## src/rtl/fsk_dec_sched_if.sv

```systemverilog
// fsk_dec_sched_if: operand/start/result bus of the shared BIN12_to_DEC4 converter
interface fsk_dec_sched_if;
   logic [11:0] conv_bin;
   logic        conv_st;
   logic [15:0] conv_dec;
   modport master (output conv_bin, conv_st, input conv_dec);
   modport slave  (input conv_bin, conv_st, output conv_dec);
endinterface

```

## src/rtl/fsk_dec_sched.sv

```systemverilog
// fsk_dec_sched: time-shares one binary-to-BCD converter over the five FSK readouts
module fsk_dec_sched #(
   parameter int CONV_CYC    = 16,
   parameter int REFRESH_DIV = 50_000_000
) (
   input  logic            clk,
   input  logic            rst,
   input  logic            trig,
   input  logic [11:0]     bin_amp,
   input  logic [12:0]     bin_sh,
   input  logic [11:0]     bin_f1,
   input  logic [11:0]     bin_f2,
   input  logic [11:0]     bin_amin,
   fsk_dec_sched_if.master conv,
   output logic [15:0]     amp_dec,
   output logic [15:0]     sh_dec,
   output logic [15:0]     f1_dec,
   output logic [15:0]     f2_dec,
   output logic [15:0]     amin_dec,
   output logic            sh_ovf,
   output logic            pic_st,
   output logic            sweep_done,
   output logic            busy
);
   typedef enum logic [2:0] {IDLE, LOAD, START, WAIT, STORE, CLRPK} state_t;
   localparam int RW = $clog2(REFRESH_DIV);
   localparam int CW = $clog2(CONV_CYC + 1);
   state_t           state, state_n;
   logic [RW-1:0]    ref_cnt;
   logic [CW-1:0]    wait_cnt;
   logic [2:0]       idx;
   logic             pending, tick, req, start, snap_ovf;
   logic [4:0][11:0] snap;
   logic [4:0][15:0] dec;
   assign tick  = ref_cnt == RW'(REFRESH_DIV - 1);
   assign req   = trig | tick;
   assign start = state == IDLE && (req || pending);
   assign {amin_dec, f2_dec, f1_dec, sh_dec, amp_dec} = dec;
   always_comb begin
      state_n = state;
      case (state)
         IDLE:    state_n = start ? LOAD : IDLE;
         LOAD:    state_n = START;
         START:   state_n = WAIT;
         WAIT:    state_n = wait_cnt == '0 ? STORE : WAIT;
         STORE:   state_n = idx == 3'd4 ? CLRPK : LOAD;
         default: state_n = IDLE;
      endcase
   end
   // snapshot is taken only when a sweep launches, so later input changes are ignored
   always_ff @(posedge clk)
      if (start) begin
         snap     <= {bin_amin, bin_f2, bin_f1, bin_sh[12] ? 12'hFFF : bin_sh[11:0], bin_amp};
         snap_ovf <= bin_sh[12];
      end
   always_ff @(posedge clk) begin
      if (rst) begin
         state         <= IDLE;
         ref_cnt       <= '0;
         wait_cnt      <= '0;
         idx           <= '0;
         pending       <= 1'b0;
         dec           <= '0;
         sh_ovf        <= 1'b0;
         conv.conv_bin <= '0;
         conv.conv_st  <= 1'b0;
         pic_st        <= 1'b0;
         sweep_done    <= 1'b0;
         busy          <= 1'b0;
      end else begin
         state   <= state_n;
         ref_cnt <= tick ? '0 : ref_cnt + 1'b1;
         pending <= state == IDLE ? 1'b0 : pending | req;
         if (state == LOAD) conv.conv_bin <= snap[idx];
         if (state == START) wait_cnt <= CW'(CONV_CYC - 1);
         if (state == WAIT) wait_cnt <= wait_cnt - 1'b1;
         if (state == STORE) begin
            dec[idx] <= conv.conv_dec;
            idx      <= idx == 3'd4 ? 3'd0 : idx + 3'd1;
            if (idx == 3'd1) sh_ovf <= snap_ovf;
         end
         if (state == CLRPK) idx <= '0;
         // strobes are registered from the next state so they coincide with it
         conv.conv_st <= state_n == START;
         pic_st       <= state_n == CLRPK;
         sweep_done   <= state_n == CLRPK;
         busy         <= state_n != IDLE;
      end
   end
endmodule
```

## src/flat_wrapper.sv

```systemverilog
// flat-port wrapper written by rule: the top's interface ports become plain ports
module fsk_dec_sched_flat 
#(
   parameter int CONV_CYC    = 16,
   parameter int REFRESH_DIV = 50_000_000
)
  (clk, rst, trig, bin_amp, bin_sh, bin_f1, bin_f2, bin_amin, amp_dec, sh_dec, f1_dec, f2_dec, amin_dec, sh_ovf, pic_st, sweep_done, busy, conv_conv_bin, conv_conv_st, conv_conv_dec);
  fsk_dec_sched_if conv_i ();
  input  logic clk;
  input  logic rst;
  input  logic trig;
  input  logic [11:0] bin_amp;
  input  logic [12:0] bin_sh;
  input  logic [11:0] bin_f1;
  input  logic [11:0] bin_f2;
  input  logic [11:0] bin_amin;
  output logic [15:0] amp_dec;
  output logic [15:0] sh_dec;
  output logic [15:0] f1_dec;
  output logic [15:0] f2_dec;
  output logic [15:0] amin_dec;
  output logic sh_ovf;
  output logic pic_st;
  output logic sweep_done;
  output logic busy;
  output wire logic [$bits(conv_i.conv_bin)-1:0] conv_conv_bin;
  output wire logic [$bits(conv_i.conv_st)-1:0] conv_conv_st;
  input wire logic [$bits(conv_i.conv_dec)-1:0] conv_conv_dec;
  assign conv_conv_bin = conv_i.conv_bin;
  assign conv_conv_st = conv_i.conv_st;
  assign conv_i.conv_dec = conv_conv_dec;
  fsk_dec_sched #(.CONV_CYC(CONV_CYC), .REFRESH_DIV(REFRESH_DIV)) u_core (.clk(clk), .rst(rst), .trig(trig), .bin_amp(bin_amp), .bin_sh(bin_sh), .bin_f1(bin_f1), .bin_f2(bin_f2), .bin_amin(bin_amin), .conv(conv_i), .amp_dec(amp_dec), .sh_dec(sh_dec), .f1_dec(f1_dec), .f2_dec(f2_dec), .amin_dec(amin_dec), .sh_ovf(sh_ovf), .pic_st(pic_st), .sweep_done(sweep_done), .busy(busy));
endmodule
```

## config.mk

```make
export PLATFORM = sky130hd
export DESIGN_NAME = fsk_dec_sched_flat
export DESIGN_NICKNAME = d
export VERILOG_FILES = /design/src/rtl/fsk_dec_sched_if.sv /design/src/rtl/fsk_dec_sched.sv /design/src/flat_wrapper.sv
export SDC_FILE = /design/constraint.sdc
export NUM_CORES = 1
export LEC_CHECK = 0
export ABC_AREA = 1
export CAP_MARGIN = 20
export CORE_MARGIN = 8
export CORE_UTILIZATION = 50
export CTS_BUF_LIST = sky130_fd_sc_hd__clkbuf_16
export CTS_CLUSTER_DIAMETER = 40
export DETAILED_ROUTE_END_ITERATION = 16
export MAX_ROUTING_LAYER = met4
export PLACE_DENSITY = 0.86
export SYNTH_ARGS = -nofsm -noshare
export SYNTH_HDL_FRONTEND = slang
export SYNTH_SLANG_ARGS = --single-unit
```

## constraint.sdc

```tcl
create_clock -name clk -period 3.5 [get_ports clk]
set_clock_uncertainty 0.05 [all_clocks]
set_input_delay 0.875 -clock clk [delete_from_list [all_inputs] [get_ports clk]]
set_output_delay 0.875 -clock clk [all_outputs]
set_load 0.02 [all_outputs]
```

* After elaboration in Yosys (flattened, before gate mapping)
Index checks and enable logic that the tools add are counted.
** Storage, ports and cells
- Bits in registers :: 195
- Output and inout port bits :: 97
- Word-level logic and storage cells :: 61
- Bits of input ports :: 80
** Cells by class
- Add/sub/neg operators :: 3
- Reductions and logical operators :: 11
- $lt $le $gt $ge :: 2
- Multiplexer cells :: 12
- Bitwise operators :: 2
- Equal/unequal tests :: 10
** Operator list (count)
- bitwise mux 80 bit :: 1
- demux 16 bit (select 3 bit) :: 1
- binary-select mux 12 bit (select 3 bit) :: 1
- adder 26 x 1 -> 26 bit, second input constant :: 1
- equality test 26 bit, second input constant :: 1
- two-way mux 16 bit :: 1
- one-hot mux 3 bit (5 select lines) :: 1
- equality test 3 bit, second input constant :: 4
- two-way mux 12 bit :: 1
- two-way mux 5 bit :: 2
- equality test 3 x 2 -> 1 bit, second input constant :: 3
- two-way mux 3 bit :: 3
- equality test 3 x 1 -> 1 bit, second input constant :: 2
- OR reduction 2 bit :: 3
- zero test 5 bit :: 1
- subtractor 5 x 1 -> 5 bit, second input constant :: 1
- < comparator 3 x 4 -> 1 bit, second input constant :: 1
- adder 3 x 1 -> 3 bit, second input constant :: 1
- >= comparator 3 x 1 -> 1 bit, second input constant :: 1
- zero test 3 bit :: 1
- nonzero test 3 bit :: 1
- logical AND 1 bit :: 2
- OR 1 bit :: 2
- AND reduction 2 bit :: 1
- 3 further kinds :: 3

* Depth between registers and ports, before layout
- Depth after elaboration :: 7
- Depth in mapped cells :: 11
- Depth with buffers taken out :: 11

* Worst setup path before layout
OpenSTA, ideal clock, no wires.
- Path type :: input to register
- From :: in trig
- To :: reg u_core.snap[0] (netlist bit), enable pin
- Data arrival time :: 2.224 ns
- Setup slack :: 0.811 ns
- Cell stages on the path :: 4
- Library setup time :: 0.415 ns
- Data required time :: 3.035 ns
- Buffers on the path :: 0
- Cells stage by stage :: nor2_1 -> nand2_1 -> nand2_1 -> inv_1
** On the way
- Longest elaborated chain between the ends :: 3
** Ends and longest elaborated chain
- start: declaration :: RTL line flat_wrapper.sv:11 : input logic trig;
- OR 1 bit :: RTL line fsk_dec_sched.sv:36 : assign req = trig | tick;
- logical OR 1 bit :: RTL line fsk_dec_sched.sv:37 : assign start = state == IDLE && (req || pending);
- logical AND 1 bit :: RTL line fsk_dec_sched.sv:37
- named net u_core.start :: RTL line fsk_dec_sched.sv:32 : logic pending, tick, req, start, snap_ovf;
- end signal: assignment :: RTL line fsk_dec_sched.sv:53 : snap <= {bin_amin, bin_f2, bin_f1, bin_sh[12] ? 12'hFFF : bin_sh[11:0], bin_amp};
- end: declaration :: RTL line fsk_dec_sched.sv:33 : logic [4:0][11:0] snap;
The timed path passes the listed nets, and every way through them passes these cells.
A chain may end at the register's enable or synchronous reset.

* Worst setup path in the final report
- From :: reg u_core.conv.conv_bin[8]
- To :: out conv_conv_bin[8]
** RTL lines
- start: declaration :: RTL line fsk_dec_sched_if.sv:6 : modport master (output conv_bin, conv_st, input conv_dec);
- start signal: assignment :: RTL line fsk_dec_sched.sv:74 : if (state == LOAD) conv.conv_bin <= snap[idx];
- end: declaration :: RTL line flat_wrapper.sv:26 : output wire logic [$bits(conv_i.conv_bin)-1:0] conv_conv_bin;
No word-level cell between the ends.

==> parameters.txt <==
Parameter                              Value

Timing
  Rel. slew slack ... 0.340
  Achievable Freq ... between 400 and 500 MHz
  Final clock period utilization by the worst path ... 0.676
  Count of final max-slew check failures ... 0
  Actual slew at the worst max-slew pin ... a little under 1 ns
  Count of final hold-check violations ... 0
  Final-report setup violation count ... 0
  Crit path setup slack, layout ... 1.13 ns
  Final setup TNS ... 0 ns
  Time the final worst path needs with I/O delays and setup ... 2.37 ns
  Setup repair after global routing missed its margin ... no

Critical path
  Kind of cell adding the most delay to the critical path ... buffers and inverters
  Cell with the largest stage delay on the worst path ... sky130_fd_sc_hd__clkdlybuf4s50_1
  Maximum cell stage delay along the critical path ... between 0.6 and 0.7 ns
  Critical path launch point type ... flip-flop
  CP Capture Type ... primary output
  Type of the setup path with the least slack ... flip-flop to primary output
  Cell chain of the critical path ... clkdlybuf4s50_1
  Worst path buffer plus inverter count ... 1
  Worst Path Required ... 2.57 ns
  Critical path data arrival time ... around 1.4 ns
  Largest fanout on the critical path ... 2

Synthesis
  Number of flops mapped to enable cells by yosys ... 61
  Sequential element share of the synthesized area ... 0.589
  Number of synthesis warnings ... 0
  Unique masters post-synth ... 42
  Total nets after synthesis ... slightly above 900
  Proportion of netlist area held by the largest area contributor ... 0.350
  Synthesized area divided by synthesized cell count ... between 9 and 10 um2
  Most instantiated flip-flop cell in the synthesis netlist ... sky130_fd_sc_hd__dfxtp_1
  Flip-flop and latch count after synthesis ... 195
  Synthesized cell area ... 7670 um2
  Post-Synthesis Cells ... about 840
  Top cells by area in the synthesized netlist ... sky130_fd_sc_hd__dfxtp_1, sky130_fd_sc_hd__edfxtp_1, sky130_fd_sc_hd__nor2_1, sky130_fd_sc_hd__o21ai_0, sky130_fd_sc_hd__nand2_1
  Synth async-reset ratio ... 0
  Cell taking the most area after synthesis ... sky130_fd_sc_hd__dfxtp_1

Die
  Initial core utilization ... 0.508
  Number of I/O pins ... around 180
  Floorplan die width ... 140 um
  CORE AREA ... around 15000 um2
  Chip Height ... 140 um
  Full die area ... ~20000 um2
  Num rows ... 45

Global route
  Wire length of the first global-routing pass ... around 31000 um
  Maximum number of pins on one net before global-route repair ... between 60 and 70
  Overall global routing resource usage ... 0.203
  Grt total ovfl ... 0
  Number of global-route vias before repair ... 6248
  Antenna violations before repair ... 0

Power and ir drop
  Part of the power in combinational logic ... 0.173
  Power after layout ... approximately 5.6 mW
  Cell Pwr Density ... 554 nW/um2
  Clk pwr share ... 0.319
  Share of total power in sequential cells ... 0.507
  Static leakage power ... 3.57 nW
  Net switching power figure ... around 1.5 mW
  Net Sw Frac ... 0.275
  Power Internal ... approximately 4.0 mW
  Worst voltage drop across the vdd grid ... slightly above 0.4 mV

Route
  Routed metal-1 wire length ... between 8000 and 9000 um
  Total number of vias ... roughly 6300
  Average via count per standard cell ... roughly 5.3
  Pre-Repair DR Iteration Count ... 5
  WL/cell ... 16.0 um
  Wire length on met2 ... between 9000 and 10000 um
  # DRC ... 0
  Initial drt markers ... roughly 410
  Wire length on met3 ... approximately 1400 um
  Detailed-route wire length ... about 19000 um
  Top routing layer in use ... met4
  Antenna Nets Post-Route ... 0

Layout
  Layout Nets ... between 1000 and 1500
  Most frequent standard cell in the layout excluding fill and tap cells ... sky130_fd_sc_hd__nor2_1
  Share of layout cells above drive strength 1 ... 0.0810
  Final instance count without filler cells ... between 1000 and 1500
  Layout overhead on the synthesized area ... 31.0%
  Commonest cells after routing, fill and taps aside ... sky130_fd_sc_hd__nor2_1, sky130_fd_sc_hd__clkdlybuf4s50_1, sky130_fd_sc_hd__dfxtp_1
  Antenna cell count ... 0

Placed design
  IO Port Bufs ... 176
  Number of cells after detailed placement ... around 1200
  RePlAce Congestion ... roughly 0.87
  Worst slack at placement ... slightly above 1 ns
  HPWL after detailed placement ... approximately 14000 um

Worst hold path
  Hold WC Path Type ... flip-flop to flip-flop

Job
  Number of max-capacitance violations reported ... 0

Clocking
  Count of buffers added by post-CTS timing repair for setup ... 0
  Latest clock arrival within the worst-skew pair ... between 0.4 and 0.5 ns
  Post-CTS sizing ... 0
  Sinks on Clock Net ... 195
  Number of buffers on the longest clock path ... 2
  Number of CTS-inserted buffers ... 17
  Root buffer cell ... sky130_fd_sc_hd__clkbuf_16
  H-Tree Level Count ... 4
  Cts hold-fix bufs ... 0
  Register clock-pin slew on the reported worst setup and hold paths ... around 0.070 ns
  Clock tree from TritonCTS ... done

Run status
  Status ... finished, final reports clean
-- cell families after synthesis --
group,synth area share
adders and majority gates,0.00979
buffers and inverters,0.0488
and+or+nand+nor,0.203
xor gates and xnor gates,0.00914
AOI/OAI and AO/OA,0.140
DFF,0.589
-- cells in the mapped netlist (all sizes together) (2+ instances only) --
library cell and count:
nor3 10, clkbuf 19, or2 15, buf 16
o21a 24, nor2 219, a21oi 30, nand3b 2
o21ai 123, edfxtp 61, nand2 82, inv 45
nor3b 2, ha 6, a31oi 13, xor2 6
a211oi 3, xnor2 2, dfxtp 134, nand4 5
nand3 14
-- flip-flops by register name (all words and copies together) (netlist names) --
name                  flops
u_core.sh_ovf             1
u_core.state              3
u_core.pending            1
u_core.snap              60
u_core.busy               1
u_core.conv.conv_st       1
u_core.snap_ovf           1
u_core.pic_st             1
u_core.sh_dec            16
u_core.conv.conv_bin     12
u_core.wait_cnt           5
u_core.f2_dec            16
u_core.ref_cnt           26
u_core.amp_dec           16
u_core.amin_dec          16
u_core.f1_dec            16
u_core.idx                3
-- power by group through the flow --
stage	combinational (mW)	clock (mW)	sequential, mW
after CTS	0.968	1.81	2.82
after detailed placement	0.962	0	2.86
after global placement	0.936	0	2.85
after global routing	1.06	1.91	2.85
after floorplan	0.479	0	2.93
final	0.964	1.78	2.82
-- path summary, 6_finish.rpt --
check,startpoint,endpoint,slack (ns),depth (start not counted)
setup / recovery,u_core.conv.conv_bin[8],conv_conv_bin[8],1.13,1
hold / removal,u_core.wait_cnt[0],u_core.wait_cnt[0],0.42,1
setup reg to reg,u_core.state[0],u_core.conv.conv_bin[1],1.19,5
hold reg to reg,u_core.wait_cnt[0],u_core.wait_cnt[0],0.42,1
-- through the flow --
step | utilization | hold slack [ns] | cell area, um2
final | 0.666 | 0.418 | 10000
after global routing | 0.666 | 0.439 | 10000
after CTS | 0.666 | 0.421 | 10000
after detailed placement | 0.630 | 0.400 | 9510
after global placement | 0.630 | 0.389 | 9510
after floorplan | - | 0.372 | 7670
-- final cells by class --
| type | instances | area, um2 |
|---|---|---|
| Fill cell | 1197 | 5040 |
| Sequential cell | 195 | 4510 |
| Multi-Input combinational cell | 560 | 2780 |
| Timing Repair Buffer | 180 | 1800 |
| Clock buffer | 18 | 450 |
| Tap cell | 188 | 235 |
| Inverter | 46 | 179 |
| Clock inverter | 13 | 81.3 |
-- metal layers --
metal	vias up	GRT usage
met5	-	-
met4	0	0.0691
met3	26	0.0612
met2	237	0.329
met1	2933	0.236
li1	3114	-
Power figures use the tool's default switching activity.
==> patch (same settings) <==
`CONV_CYC` is set to 16 in 2 places; all go to 8.
--- a/src/rtl/fsk_dec_sched.sv
+++ b/src/rtl/fsk_dec_sched.sv
@@ -1,6 +1,6 @@
 // fsk_dec_sched: time-shares one binary-to-BCD converter over the five FSK readouts
 module fsk_dec_sched #(
-   parameter int CONV_CYC    = 16,
+   parameter int CONV_CYC    = 8,
    parameter int REFRESH_DIV = 50_000_000
 ) (
    input  logic            clk,
--- a/src/flat_wrapper.sv
+++ b/src/flat_wrapper.sv
@@ -1,7 +1,7 @@
 // flat-port wrapper written by rule: the top's interface ports become plain ports
 module fsk_dec_sched_flat 
 #(
-   parameter int CONV_CYC    = 16,
+   parameter int CONV_CYC    = 8,
    parameter int REFRESH_DIV = 50_000_000
 )
   (clk, rst, trig, bin_amp, bin_sh, bin_f1, bin_f2, bin_amin, amp_dec, sh_dec, f1_dec, f2_dec, amin_dec, sh_ovf, pic_st, sweep_done, busy, conv_conv_bin, conv_conv_st, conv_conv_dec);
Formal check against the unedited RTL: same outputs for any inputs over 10 cycles, from zero or initial values and one cycle with rst high; that may be too few to reach the edited logic, so the function may still have changed.
==> patch against the unedited design <==
- design area decreased by 0.56%
- sequential cell count down 1
- synthesized cell count grew 0.60%
- total power shrank 11%
- largest power group unchanged
- highest routed layer unchanged
- setup slack lost 0.034 ns
- synthesized area is 1.3% lower
- routed wire length grew 3.5%
- critical endpoint is now u_core.snap[5]
- global-route usage increased by 0.60 points
- via count is 1.0% higher
==> patch: results (changes against the unedited design) <==
status: "finished, final reports clean"  # unchanged
grt_util_all_layers: 0.209  # was 0.203
placed_cell_area_sq_mm: 0.00944  # was 0.00951 sq mm
synth_xor_area_frac: 0.00810  # was 0.00914
grt_pass1_vias: 6105  # was 6248
dp_hpwl_mm: 14.0  # was 13.9 mm
grt_util_met2: 0.338  # was 0.329
crit_slowest_cell: "inv_2"  # was clkdlybuf4s50_1
drive_gt1_frac: 0.0767  # was 0.0810
final_nets: 1090  # was 1086
met3_length_mm: 1.27  # was 1.44 mm
cpPeakStageDelay_ns: 0.43  # was 0.64 ns
fill_cells: 1160  # was 1197
synth-compound-area-share: 0.141  # was 0.140
dr_wl_met2_mm: 9.63  # was 9.16 mm
rr_startpoint: "u_core.ref_cnt[0]"  # was u_core.state[0]
worst_path_dominant_cell_family: "simple AND/OR/NAND/NOR gates"  # was buffers and inverters
arrival_ns: 2.49  # was 1.44 ns
met1_length_mm: 8.50  # was 8.13 mm
grt_max_degree: 86  # was 62
path_max_fanout: 26  # was 2
p_leak_uw: 0.00350  # was 0.00357 uW
avgSynthCellArea_sq_um: 9.00  # was 9.17 sq um
hp-start: "u_core.sh_ovf"  # was u_core.wait_cnt[0]
ir_drop_mv: 0.356  # was 0.411 mV
globalRouteMet3Util: 0.0568  # was 0.0612
dp_slack_ns: 0.766  # was 1.01 ns
power.density_mw_per_mm2: 496  # was 554 mW/mm^2
synth.distinct_cells: 35  # was 42
sw_frac_of_total: 0.248  # was 0.275
[patch: cell count changes after synthesis, sizes merged, moves of 3 or more]
cell,change
a211oi,-3
buf,+4
clkbuf,-4
inv,+7
nand2,-7
nand3,+5
nor3,+4
[patch: final timing paths]
check / endpoint / slack (ns) / cells past startpoint
setup / recovery: u_core.snap[5] / 1.10 / 10
hold / removal: u_core.sh_ovf / 0.41 / 2
setup reg to reg: u_core.snap[5] / 1.10 / 10
hold reg to reg: u_core.sh_ovf / 0.41 / 2
[patch: cell type report]
| cell class | instances | area (sq um) | share of cell area |
|---|---|---|---|
| inverters | 52 | 198 | 0.0198 |
| well taps | 188 | 235 | 0.0236 |
| clock buffers | 17 | 425 | 0.0426 |
| flip-flops and latches | 194 | 4490 | 0.450 |
| clock inverters | 14 | 119 | 0.0119 |
| repair buffers | 180 | 1820 | 0.182 |
| multi-input cells | 560 | 2700 | 0.270 |
